File: config.mk
export PLATFORM = sky130hd
export DESIGN_NAME = mem_access
export DESIGN_NICKNAME = d
export VERILOG_FILES = /design/src/rtl/mem_access.sv
export SDC_FILE = /design/constraint.sdc
export NUM_CORES = 1
export LEC_CHECK = 0
export CAP_MARGIN = 0
export CORE_MARGIN = 8
export CORE_UTILIZATION = 36
export DETAILED_ROUTE_END_ITERATION = 10
export PLACE_DENSITY = 0.85
export SKIP_LAST_GASP = 1
export SYNTH_ARGS = -nofsm -noshare
export SYNTH_HDL_FRONTEND = slang
export SYNTH_SLANG_ARGS = --single-unit
File: constraint.sdc
create_clock -name clk -period 4.59 [get_ports clk]
set_clock_uncertainty 0.2 [all_clocks]
set_input_delay 1.377 -clock clk [delete_from_list [all_inputs] [get_ports clk]]
set_output_delay 1.377 -clock clk [all_outputs]
set_load 0.05 [all_outputs]
File: src/rtl/mem_access.sv
// mem_access: MEM pipeline stage and MEM/WB register.
// ALU results pass straight through to WB. Loads and stores go out on a
// req/ack data-memory bus, and the pipeline stalls while an access is in flight.
//
// Bus handshake: the block raises dm_req and holds dm_we/dm_addr/dm_sel/dm_wdata
// stable until the memory returns dm_ack=1 for one cycle. That cycle completes
// the access, and dm_rdata is sampled in it. dm_ack while dm_req=0 is ignored.
module mem_access #(
    parameter int TIMEOUT = 16
) (
    input  logic        clk,
    input  logic        rst,
    input  logic [4:0]  mem_wd,
    input  logic [31:0] mem_wdata,
    input  logic        mem_wreg,
    input  logic [3:0]  mem_op,
    input  logic [31:0] mem_sdata,
    output logic        dm_req,
    output logic        dm_we,
    output logic [31:0] dm_addr,
    output logic [3:0]  dm_sel,
    output logic [31:0] dm_wdata,
    input  logic [31:0] dm_rdata,
    input  logic        dm_ack,
    output logic        stall_req,
    output logic [4:0]  wb_wd,
    output logic [31:0] wb_wdata,
    output logic        wb_wreg,
    output logic        exc_adel,
    output logic        exc_ades,
    output logic        exc_buserr
);

    localparam int CW = $clog2(TIMEOUT + 1);
    localparam logic [CW-1:0] LAST = CW'(TIMEOUT - 1);

    typedef enum logic {IDLE = 1'b0, WAIT = 1'b1} state_t;

    state_t      state, state_n;
    logic [CW-1:0] cnt, cnt_n;
    logic [4:0]  wb_wd_n;
    logic [31:0] wb_wdata_n;
    logic        wb_wreg_n, adel_n, ades_n, buserr_n;

    logic        is_load, is_store, is_byte, is_half, is_word, is_signed;
    logic        misaligned, start;
    logic [1:0]  off;
    logic [31:0] load_val;

    assign off = mem_wdata[1:0];

    // Decode the memory opcode into access kind and size.
    always_comb begin
        is_load   = 1'b0;
        is_store  = 1'b0;
        is_byte   = 1'b0;
        is_half   = 1'b0;
        is_word   = 1'b0;
        is_signed = 1'b0;
        case (mem_op)
            4'd1: begin is_load  = 1'b1; is_byte = 1'b1; is_signed = 1'b1; end
            4'd2: begin is_load  = 1'b1; is_byte = 1'b1; end
            4'd3: begin is_load  = 1'b1; is_half = 1'b1; is_signed = 1'b1; end
            4'd4: begin is_load  = 1'b1; is_half = 1'b1; end
            4'd5: begin is_load  = 1'b1; is_word = 1'b1; end
            4'd6: begin is_store = 1'b1; is_byte = 1'b1; end
            4'd7: begin is_store = 1'b1; is_half = 1'b1; end
            4'd8: begin is_store = 1'b1; is_word = 1'b1; end
            default: ;
        endcase
        misaligned = (is_half & off[0]) | (is_word & (off != 2'b00));
        start      = (is_load | is_store) & ~misaligned;
    end

    // Bus fields come from the held EX/MEM inputs; all zero when not requesting.
    always_comb begin
        dm_req   = rst & (((state == IDLE) & start) | (state == WAIT));
        dm_we    = 1'b0;
        dm_addr  = 32'h0;
        dm_sel   = 4'b0000;
        dm_wdata = 32'h0;
        if (dm_req) begin
            dm_we   = is_store;
            dm_addr = {mem_wdata[31:2], 2'b00};
            if (is_byte)      dm_sel = 4'b1000 >> off;
            else if (is_half) dm_sel = off[1] ? 4'b0011 : 4'b1100;
            else              dm_sel = 4'b1111;
            if (is_store) begin
                if (is_byte)      dm_wdata = {4{mem_sdata[7:0]}};
                else if (is_half) dm_wdata = {2{mem_sdata[15:0]}};
                else              dm_wdata = mem_sdata;
            end
        end
    end

    // Select and extend the addressed lane of the read word (offset 0 = MSB).
    always_comb begin
        logic [7:0]  b;
        logic [15:0] h;
        case (off)
            2'd0:    b = dm_rdata[31:24];
            2'd1:    b = dm_rdata[23:16];
            2'd2:    b = dm_rdata[15:8];
            default: b = dm_rdata[7:0];
        endcase
        h = off[1] ? dm_rdata[15:0] : dm_rdata[31:16];
        if (is_byte)      load_val = {{24{is_signed & b[7]}}, b};
        else if (is_half) load_val = {{16{is_signed & h[15]}}, h};
        else              load_val = dm_rdata;
    end

    // Next state, WB register inputs and exception pulses.
    always_comb begin
        state_n    = state;
        cnt_n      = cnt;
        wb_wd_n    = 5'd0;
        wb_wdata_n = 32'h0;
        wb_wreg_n  = 1'b0;
        adel_n     = 1'b0;
        ades_n     = 1'b0;
        buserr_n   = 1'b0;
        stall_req  = 1'b0;
        case (state)
            IDLE: begin
                if (!(is_load | is_store)) begin
                    wb_wd_n    = mem_wd;
                    wb_wdata_n = mem_wdata;
                    wb_wreg_n  = mem_wreg;
                end else if (misaligned) begin
                    adel_n = is_load;
                    ades_n = is_store;
                end else if (dm_ack) begin
                    if (is_load) begin
                        wb_wd_n    = mem_wd;
                        wb_wdata_n = load_val;
                        wb_wreg_n  = mem_wreg;
                    end
                end else begin
                    stall_req = 1'b1;
                    state_n   = WAIT;
                    cnt_n     = CW'(1);
                end
            end
            WAIT: begin
                if (dm_ack) begin
                    if (is_load) begin
                        wb_wd_n    = mem_wd;
                        wb_wdata_n = load_val;
                        wb_wreg_n  = mem_wreg;
                    end
                    state_n = IDLE;
                    cnt_n   = '0;
                end else if (cnt == LAST) begin
                    buserr_n = 1'b1;
                    state_n  = IDLE;
                    cnt_n    = '0;
                end else begin
                    stall_req = 1'b1;
                    cnt_n     = cnt + CW'(1);
                end
            end
            default: begin
                state_n = IDLE;
                cnt_n   = '0;
            end
        endcase
        if (!rst) stall_req = 1'b0;
    end

    // State register and MEM/WB pipeline register.
    always_ff @(posedge clk) begin
        if (!rst) begin
            state      <= IDLE;
            cnt        <= '0;
            wb_wd      <= 5'd0;
            wb_wdata   <= 32'h0;
            wb_wreg    <= 1'b0;
            exc_adel   <= 1'b0;
            exc_ades   <= 1'b0;
            exc_buserr <= 1'b0;
        end else begin
            state      <= state_n;
            cnt        <= cnt_n;
            wb_wd      <= wb_wd_n;
            wb_wdata   <= wb_wdata_n;
            wb_wreg    <= wb_wreg_n;
            exc_adel   <= adel_n;
            exc_ades   <= ades_n;
            exc_buserr <= buserr_n;
        end
    end

endmodule

# [Word level (Yosys, flattened, before mapping)]
# Cells that the tools add are included.
[word_totals] wordCells=98 out_inout_bits=112 input_bits=109 regBits=47
[classes] n_addsub=1 bitwise=14 shift=1 n_eq_ne=14 n_reduce_logical=11 n_mux=49
[op_table] cell="$mux W32" n=11
[op_table] cell="$pmux W32 S2" n=1
[op_table] cell="$mux W5" n=9
[op_table] cell="$pmux W8 S3" n=1
[op_table] cell="$pmux W5 S2" n=2
[op_table] cell="$mux W1" n=18
[op_table] cell="$eq A4 B3 Y1 const B" n=4
[op_table] cell="$mux W16" n=1
[op_table] cell="$mux W4" n=4
[op_table] cell="$reduce_or A3 Y1" n=4
[op_table] cell="$eq A4 B2 Y1 const B" n=2
[op_table] cell="$and A1 B1 Y1" n=7
[op_table] cell="$ne A2 B2 Y1 const B" n=3
[op_table] cell="$add A5 B1 Y5 const B" n=1
[op_table] cell="$eq A5 B4 Y1 const B" n=1
[op_table] cell="$reduce_or A5 Y1" n=1
[op_table] cell="$eq A4 B1 Y1 const B" n=1
[op_table] cell="$eq A4 B4 Y1 const B" n=1
[op_table] cell="$not A1 Y1" n=4
[op_table] cell="$pmux W1 S2" n=2
[op_table] cell="$reduce_or A2 Y1" n=2
[op_table] cell="$reduce_or A4 Y1" n=1
[op_table] cell="$shr A4 B2 Y4 const A" n=1
[op_table] cell="$or A1 B1 Y1" n=3
[op_table] cell="other kinds (5)" n=5

# [Depth between registers and ports, before layout]
# Gate-level depths: netlist of the first run.
[depth] depth_word=11 depth_mapped=7 ltp_nobuf=6

# [Worst setup path before layout of the first run]
# OpenSTA, ideal clock, no wires.
[synth_timing] path_kind="input to output" start="input mem_op[2]" end="output dm_sel[0]" n_path_buf=1 required_ns=3.013 arrival_ns=3.544 path_slack_ns=-0.531 stages=6 cell_sequence="buf_4 -> or3_4 -> xnor2_2 -> o21ai_1 -> a21oi_2 -> a21boi_0"
[synth_between] elab_chain_cells=11 elab_cells_between_ends=30 classes_between="eq/ne: 8; mux: 8; bitwise: 9; reduce/logical: 5"
[synth_lines] item="start, declared" line_no="16" text="input logic [3:0] mem_op,"
[synth_lines] item="$eq A4 B2 Y1, or another cell as far along" line_no="60" text="case (mem_op)"
[synth_lines] item="$reduce_or A3 Y1 (no source line) / $reduce_or A2 Y1 (equally long branches)"
[synth_lines] item="$mux W1" line_no="60"
[synth_lines] item="$and A1 B1 Y1" line_no="71" text="misaligned = (is_half & off[0]) | (is_word & (off != 2'b00));"
[synth_lines] item="$or A1 B1 Y1" line_no="71"
[synth_lines] item="$not A1 Y1 (no source line)"
[synth_lines] item="$and A1 B1 Y1" line_no="72" text="start = (is_load | is_store) & ~misaligned;"
[synth_lines] item="$and A1 B1 Y1" line_no="77" text="dm_req = rst & (((state == IDLE) & start) | (state == WAIT));"
[synth_lines] item="$or A1 B1 Y1" line_no="77"
[synth_lines] item="$and A1 B1 Y1" line_no="77"
[synth_lines] item="$mux W4 *" line_no="82" text="if (dm_req) begin"
[synth_lines] item="end, declared" line_no="21" text="output logic [3:0] dm_sel,"
# Every way passes the cells marked *; elsewhere a longest branch is shown, timed or not.

# [Final worst setup path of the first run]
[layout_timing] start="input mem_wdata[1]" end="output dm_wdata[30]"
[layout_between] elab_chain_cells=9
[layout_lines] item="start, declared" line_no="14" text="input logic [31:0] mem_wdata,"
[layout_lines] item="$reduce_bool A2 Y1" line_no="71"
[layout_lines] item="$and A1 B1 Y1" line_no="71"
[layout_lines] item="$or A1 B1 Y1" line_no="71"
[layout_lines] item="$not A1 Y1 (no source line)"
[layout_lines] item="$and A1 B1 Y1" line_no="72"
[layout_lines] item="$and A1 B1 Y1" line_no="77"
[layout_lines] item="$or A1 B1 Y1" line_no="77"
[layout_lines] item="$and A1 B1 Y1" line_no="77"
[layout_lines] item="$mux W32" line_no="82"
[layout_lines] item="end, declared" line_no="22" text="output logic [31:0] dm_wdata,"
# Every way passes these cells.

==> flow_summary.ini, run 1 <==
[sta]
fmax_mhz = 219
max-slew-margin-rel = 0.483
hold_viol = 0
finalCritPeriodShare = 0.997
worst_pin_slew_ps = 767
setup_viol = 0
period_needed_ps = 4570
rsz0062_at_grt = true
final_max_slew_viol_count = 0

[synth]
yosys_warnings = 0
synth_top_area_share = 0.296
post-synth-top-area-cell = dfxtp_1
synth_cell_type_count = 53
ys_ff_latch = 47
avgSynthCellArea_um2 = 7.68
synthArstFlopShare = 0
synthTopCellsByArea = dfxtp_1 (30%), nand2_1 (9.2%), and2_1 (7.7%), mux4_2 (5.7%), a21oi_1 (5.2%)
synth_area_mm2 = 0.00318
synth_enable_flop_cells = 0
syn_inst = 414
synthFlopType = dfxtp_1
seq_area_frac_synth = 0.296

[route]
ant_nets = 0
drc = 0
via_count = 4044
wirelength_um = 14900
drt_pass1_iterations = 4
routed_via_density = 5.25
drt-initial-drc-count = 189
wire_per_inst_um = 19.3

[power_and_ir_drop]
power_frac_seq = 0.306
pwr-share-comb = 0.483
power.share.clock = 0.211
power_switching_mw = 0.529
p_total_mw = 1.44
ir_drop_mv = 0.129
power.leakage_nw = 2.62
p_int_mw = 0.910
power.density_mw_per_mm2 = 224
p_sw_frac = 0.367

[worst_setup_path]
r2r-start = state$_DFF_P_
endpoint = dm_wdata[30]
crit_start = mem_wdata[1]
startpoint_type = input port
rr_endpoint = wb_wdata[28]$_SDFF_PN0_
worstSetupPathType = input port to output pin
cp-end-kind = output pin
required_ps = 3010
worstPathMaxFanout = 12
reg2reg_slack_ps = 2090
reg2reg_depth = 4
cp.arrival_ps = 3000

[cells_and_area]
fin_nets = 771
drive_gt1_frac = 0.334
areaGrowthSynthToFinish_pct = 102
diodes = 0
fill_cells = 611
final_cell_count_no_fill = 770

[clocking]
cts.sinks = 47
clk_pin_slew_worst_paths_ps = 80
cts_tree = done
clockRootBuffer = clkbuf_8
cts_buffer_depth = 2
hold_buffers = 0
cts-htree-levels = 2
cts-buffers-inserted = 5
insertion_delay_ps = 290

[run]
cap_viol_max_count = 0

[floorplanning]
die_area_mm2 = 0.0121
core-area_mm2 = 0.00864
start_util = 0.368
ios = 221
die_x_um = 110
core.rowCount = 34
die_y_um = 110

[global_routing]
antenna_found_initial = 0
grt_usage = 0.235
grt_max_degree = 33
grt-ovfl-total = 0
grt_use_met3 = 0.0837
grt_use_met1 = 0.240
grt_pass1_vias = 4297
use_met2 = 0.432
busiest_layer = met2
grt_pass1_wl_um = 22400

[placed_design]
dpl.hpwl_um = 11900
dp.cells = 751
io_buffer_count = 218
place.gp.congestion = 0.839

[run_status]
status = completed

[hold_path]
hp-class = flop to flop
placed cells by master (no fill, tap or decap), drive strengths merged, types with 3 or more instances in the layout:
cell,count
buf,121
nand3,17
nor2b,4
o21ai,46
mux4,8
a21oi,34
inv,11
and3,3
clkdlybuf4s50,143
or3,8
nand2,78
mux2i,9
dfxtp,47
o211ai,9
mux2,8
and2,39
nor2,32
clkbuf,6
nand2b,3
o21a,4
sequential cells by signal, indices dropped and copies added, names as in the netlist:
name,cells
cnt,5
exc_ades,1
wb_wreg,1
exc_adel,1
wb_wd,5
state,1
exc_buserr,1
wb_wdata,32
how the worst min path moves through the flow:
stage                                to  depth (start not counted)                 from
global route        cnt[4]$_SDFFE_PN0P_                          1  cnt[4]$_SDFFE_PN0P_
finish              cnt[4]$_SDFFE_PN0P_                          1  cnt[4]$_SDFFE_PN0P_
CTS                 cnt[4]$_SDFFE_PN0P_                          1  cnt[4]$_SDFFE_PN0P_
global placement    cnt[4]$_SDFFE_PN0P_                          1  cnt[4]$_SDFFE_PN0P_
detailed placement  cnt[4]$_SDFFE_PN0P_                          1  cnt[4]$_SDFFE_PN0P_
floorplan           cnt[4]$_SDFFE_PN0P_                          1  cnt[4]$_SDFFE_PN0P_
layout make-up:
cell class	instances	area, um2	share of cell area
inverters	11	41.3	0.00641
repair buffers	269	3010	0.467
multi-input cells	327	2200	0.342
flip-flops and latches	47	941	0.146
clock inverters	3	43.8	0.00680
well taps	108	135	0.0210
clock buffers	5	68.8	0.0107
critical path, cell delays in order:
cell and delay, ps:
dlygate4sd2_1 280, a21oi_2 170, o21a_1 180, o21ai_2 90, a21o_2 270, bufbuf_16 300, a21oi_2 170, buf_12 160
cell families after synthesis:
kind of cell | count (synthesis) | synth area share
AO/OA/AOI/OAI | 106 | 0.220
XOR/XNOR | 3 | 0.0106
adder cells (fa/ha/maj) | 1 | 0.00393
buffers and inverters | 41 | 0.0669
flip-flops | 47 | 0.296
multiplexers | 25 | 0.113
other | 1 | 0.00118
AND/OR/NAND/NOR | 190 | 0.288
through the flow:
stage / hold slack (ps) / util / area (um2) / TNS (ps) / setup slack, ps
final: 300 / 0.745 / 6440 / 0 / 15.9
after global routing: 314 / 0.745 / 6440 / -363 / -43.2
after CTS: 300 / 0.741 / 6400 / 0 / 24.9
after detailed placement: 285 / 0.709 / 6130 / -28720 / -484
after global placement: 274 / 0.709 / 6130 / -18990 / -377
after floorplan: 253 / - / 3270 / -1570 / -198
power by group through the flow:
stage	logic, mW	registers, mW	clock network, mW
6_report	0.695	0.440	0.303
4_1_cts	0.692	0.440	0.308
2_1_floorplan	0.269	0.526	0
3_5_place_dp	0.673	0.450	0
3_3_place_gp	0.661	0.449	0
5_1_grt	0.729	0.443	0.326
synth_stat cells (all sizes together), types with 2 or more instances:
master and instances:
a211oi 2, a21o 2, a21oi 34, and2 39
and3 3, buf 17, clkbuf 13, dfxtp 47
inv 11, mux2 8, mux2i 9, mux4 8
nand2 78, nand2b 3, nand3 17, nor2 32
nor2b 4, nor3b 2, o211ai 9, o21a 4
o21ai 46, or3 8, xnor2 2
per-layer routing:
layer	share of wire	up-vias
met2	0.51	220
met5	0	-
met3	0.11	28
met4	0.025	0
met1	0.35	1883
li1	-	1913
timing repair:
| item | in CTS | in global routing |
|---|---|---|
| gates resized for setup | 39 | 10 |
| setup endpoints to repair | 69 | 52 |
| pin swaps | 3 | 3 |
| gates cloned | 3 | 0 |
| setup buffers | 6 | 2 |
Note: power is estimated with default switching activity, not from simulation.
==> inputs of run 2 (changes only) <==
--- a/config.mk
+++ b/config.mk
@@ -8,8 +8,10 @@
 export CAP_MARGIN = 0
 export CORE_MARGIN = 8
 export CORE_UTILIZATION = 36
+export CTS_CLUSTER_DIAMETER = 50
 export DETAILED_ROUTE_END_ITERATION = 10
 export PLACE_DENSITY = 0.85
+export RECOVER_POWER = 25
 export SKIP_LAST_GASP = 1
 export SYNTH_ARGS = -nofsm -noshare
 export SYNTH_HDL_FRONTEND = slang
==> flow_summary.ini, run 2 (synthesis gave the netlist of run 1 again) <==
[run_status]
status = completed

[placed_design]
io_buffer_count = 218
placed_area_mm2 = 0.00613
dp.cells = 751
place.gp.congestion = 0.839
dpl.hpwl_um = 11900

[floorplanning]
start_util = 0.368
core.rowCount = 34
die_x_um = 110
ios = 221
core-area_mm2 = 0.00864
die_area_mm2 = 0.0121
die_y_um = 110

[sta]
setup_viol = 0
rsz0062_at_grt = true
max-slew-margin-rel = 0.487
finalCritPeriodShare = 0.996
worst_pin_slew_ps = 762
final_max_slew_viol_count = 0
finalHoldWorstSlack_ps = 300
setup_tns_ps = 0
period_needed_ps = 4570
fmax_mhz = 219
hold_viol = 0

[clocking]
cts-htree-levels = 2
cts_buffer_depth = 2
cts_tree = done
clockRootBuffer = clkbuf_8
clk_pin_slew_worst_paths_ps = 80
cts.sinks = 47
insertion_delay_ps = 290
hold_buffers = 0
cts-buffers-inserted = 5

[cells_and_area]
reg_top3 = wb_wdata x32, cnt x5, wb_wd x5
largest-register = wb_wdata
layout_common_cells = clkdlybuf4s50_1 (142), nand2_1 (78), buf_4 (64), dfxtp_1 (47), buf_12 (46)
fill_cells = 611
multi_input_area_mm2 = 0.00220
regArea_um2 = 941
fin_nets = 771
diodes = 0
final_common_cell = clkdlybuf4s50_1
final_cell_count_no_fill = 770
largest_reg_flops = 32
areaGrowthSynthToFinish_pct = 102
drive_gt1_frac = 0.334
finalInstanceArea_mm2 = 0.00644

[route]
drc = 0
drt_pass1_iterations = 4
ant_nets = 0
drt-initial-drc-count = 191
via_count = 4024
wire_per_inst_um = 19.3
routed_via_density = 5.23
wirelength_um = 14800

[global_routing]
grt_usage = 0.235
grt_max_degree = 33
grt-ovfl-total = 0
grt_pass1_wl_um = 22400
antenna_found_initial = 0
grt_pass1_vias = 4297

[power_and_ir_drop]
power.leakage_nw = 2.62
power.density_mw_per_mm2 = 223
ir_drop_mv = 0.129
p_total_mw = 1.44

[worst_setup_path]
slowest_stage = bufbuf_16
cp_common_cell = a21oi_2
worstSetupPathType = input port to output pin
cp-end-kind = output pin
crit_family = compound AO/OA/AOI/OAI gates
crit_chain = dlygate4sd2_1 -> a21oi_2 -> o21a_1 -> o21ai_2 -> a21o_2 -> bufbuf_16 -> a21oi_2 -> buf_12
worstPathMaxFanout = 12
cpPeakStageDelay_ps = 300
required_ps = 3010
cp.arrival_ps = 3000
crit_start = mem_wdata[1]
startpoint_type = input port
r2r-start = state$_DFF_P_
critPathBufInv = 3

[run]
cap_viol_max_count = 0

[hold_path]
min_from = cnt[4]$_SDFFE_PN0P_
hp-class = flop to flop
==> run 2: cell types whose count changed in the layout (fill, tap and decap cells not counted), sizes merged <==
cell	before	now
clkdlybuf4s50	143	142
dlygate4sd3	0	1
==> run 2: cell type report <==
cell class                      count  share of cell area
Timing Repair Buffer              269               0.467
Multi-Input combinational cell    327               0.342
Sequential cell                    47               0.146
Tap cell                          108              0.0210
Clock buffer                        5              0.0107
Clock inverter                      3             0.00680
Inverter                           11             0.00641
==> run 2: what timing repair did <==
| item | in CTS | in global routing |
|---|---|---|
| setup endpoints to repair | 69 | 52 |
| gates resized for setup | 39 | 10 |
| pin swaps | 3 | 3 |
| setup buffers | 6 | 2 |
| gates cloned | 3 | 0 |
==> run 2: per-layer routing <==
metal  GRT usage  share of wire  vias up
met5           0              0        -
met2       0.432           0.51      216
li1            -              -     1911
met4      0.0810          0.026        0
met3      0.0837           0.11       30
met1       0.240           0.35     1867
==> run 2: worst paths after layout <==
kind	slack, ps	to	cells past startpoint
max	20	dm_wdata[30]	8
min	300	cnt[4]$_SDFFE_PN0P_	1
min reg2reg	300	cnt[4]$_SDFFE_PN0P_	1
max reg2reg	2090	wb_wdata[28]$_SDFF_PN0_	4
==> run 2: per-stage QoR <==
step / util / setup slack, ps
3_3_place_gp: 0.709 / -377
6_report: 0.745 / 16.8
4_1_cts: 0.741 / 24.9
2_1_floorplan: - / -198
3_5_place_dp: 0.709 / -484
5_1_grt: 0.745 / -43.2
==> run 2: where the power goes <==
| group | internal [mW] | total [mW] | leakage, nW | switching [mW] |
|---|---|---|---|---|
| clock network | 0.162 | 0.303 | 0.0581 | 0.140 |
| registers | 0.431 | 0.440 | 0.385 | 0.00889 |
| logic | 0.316 | 0.695 | 2.17 | 0.379 |
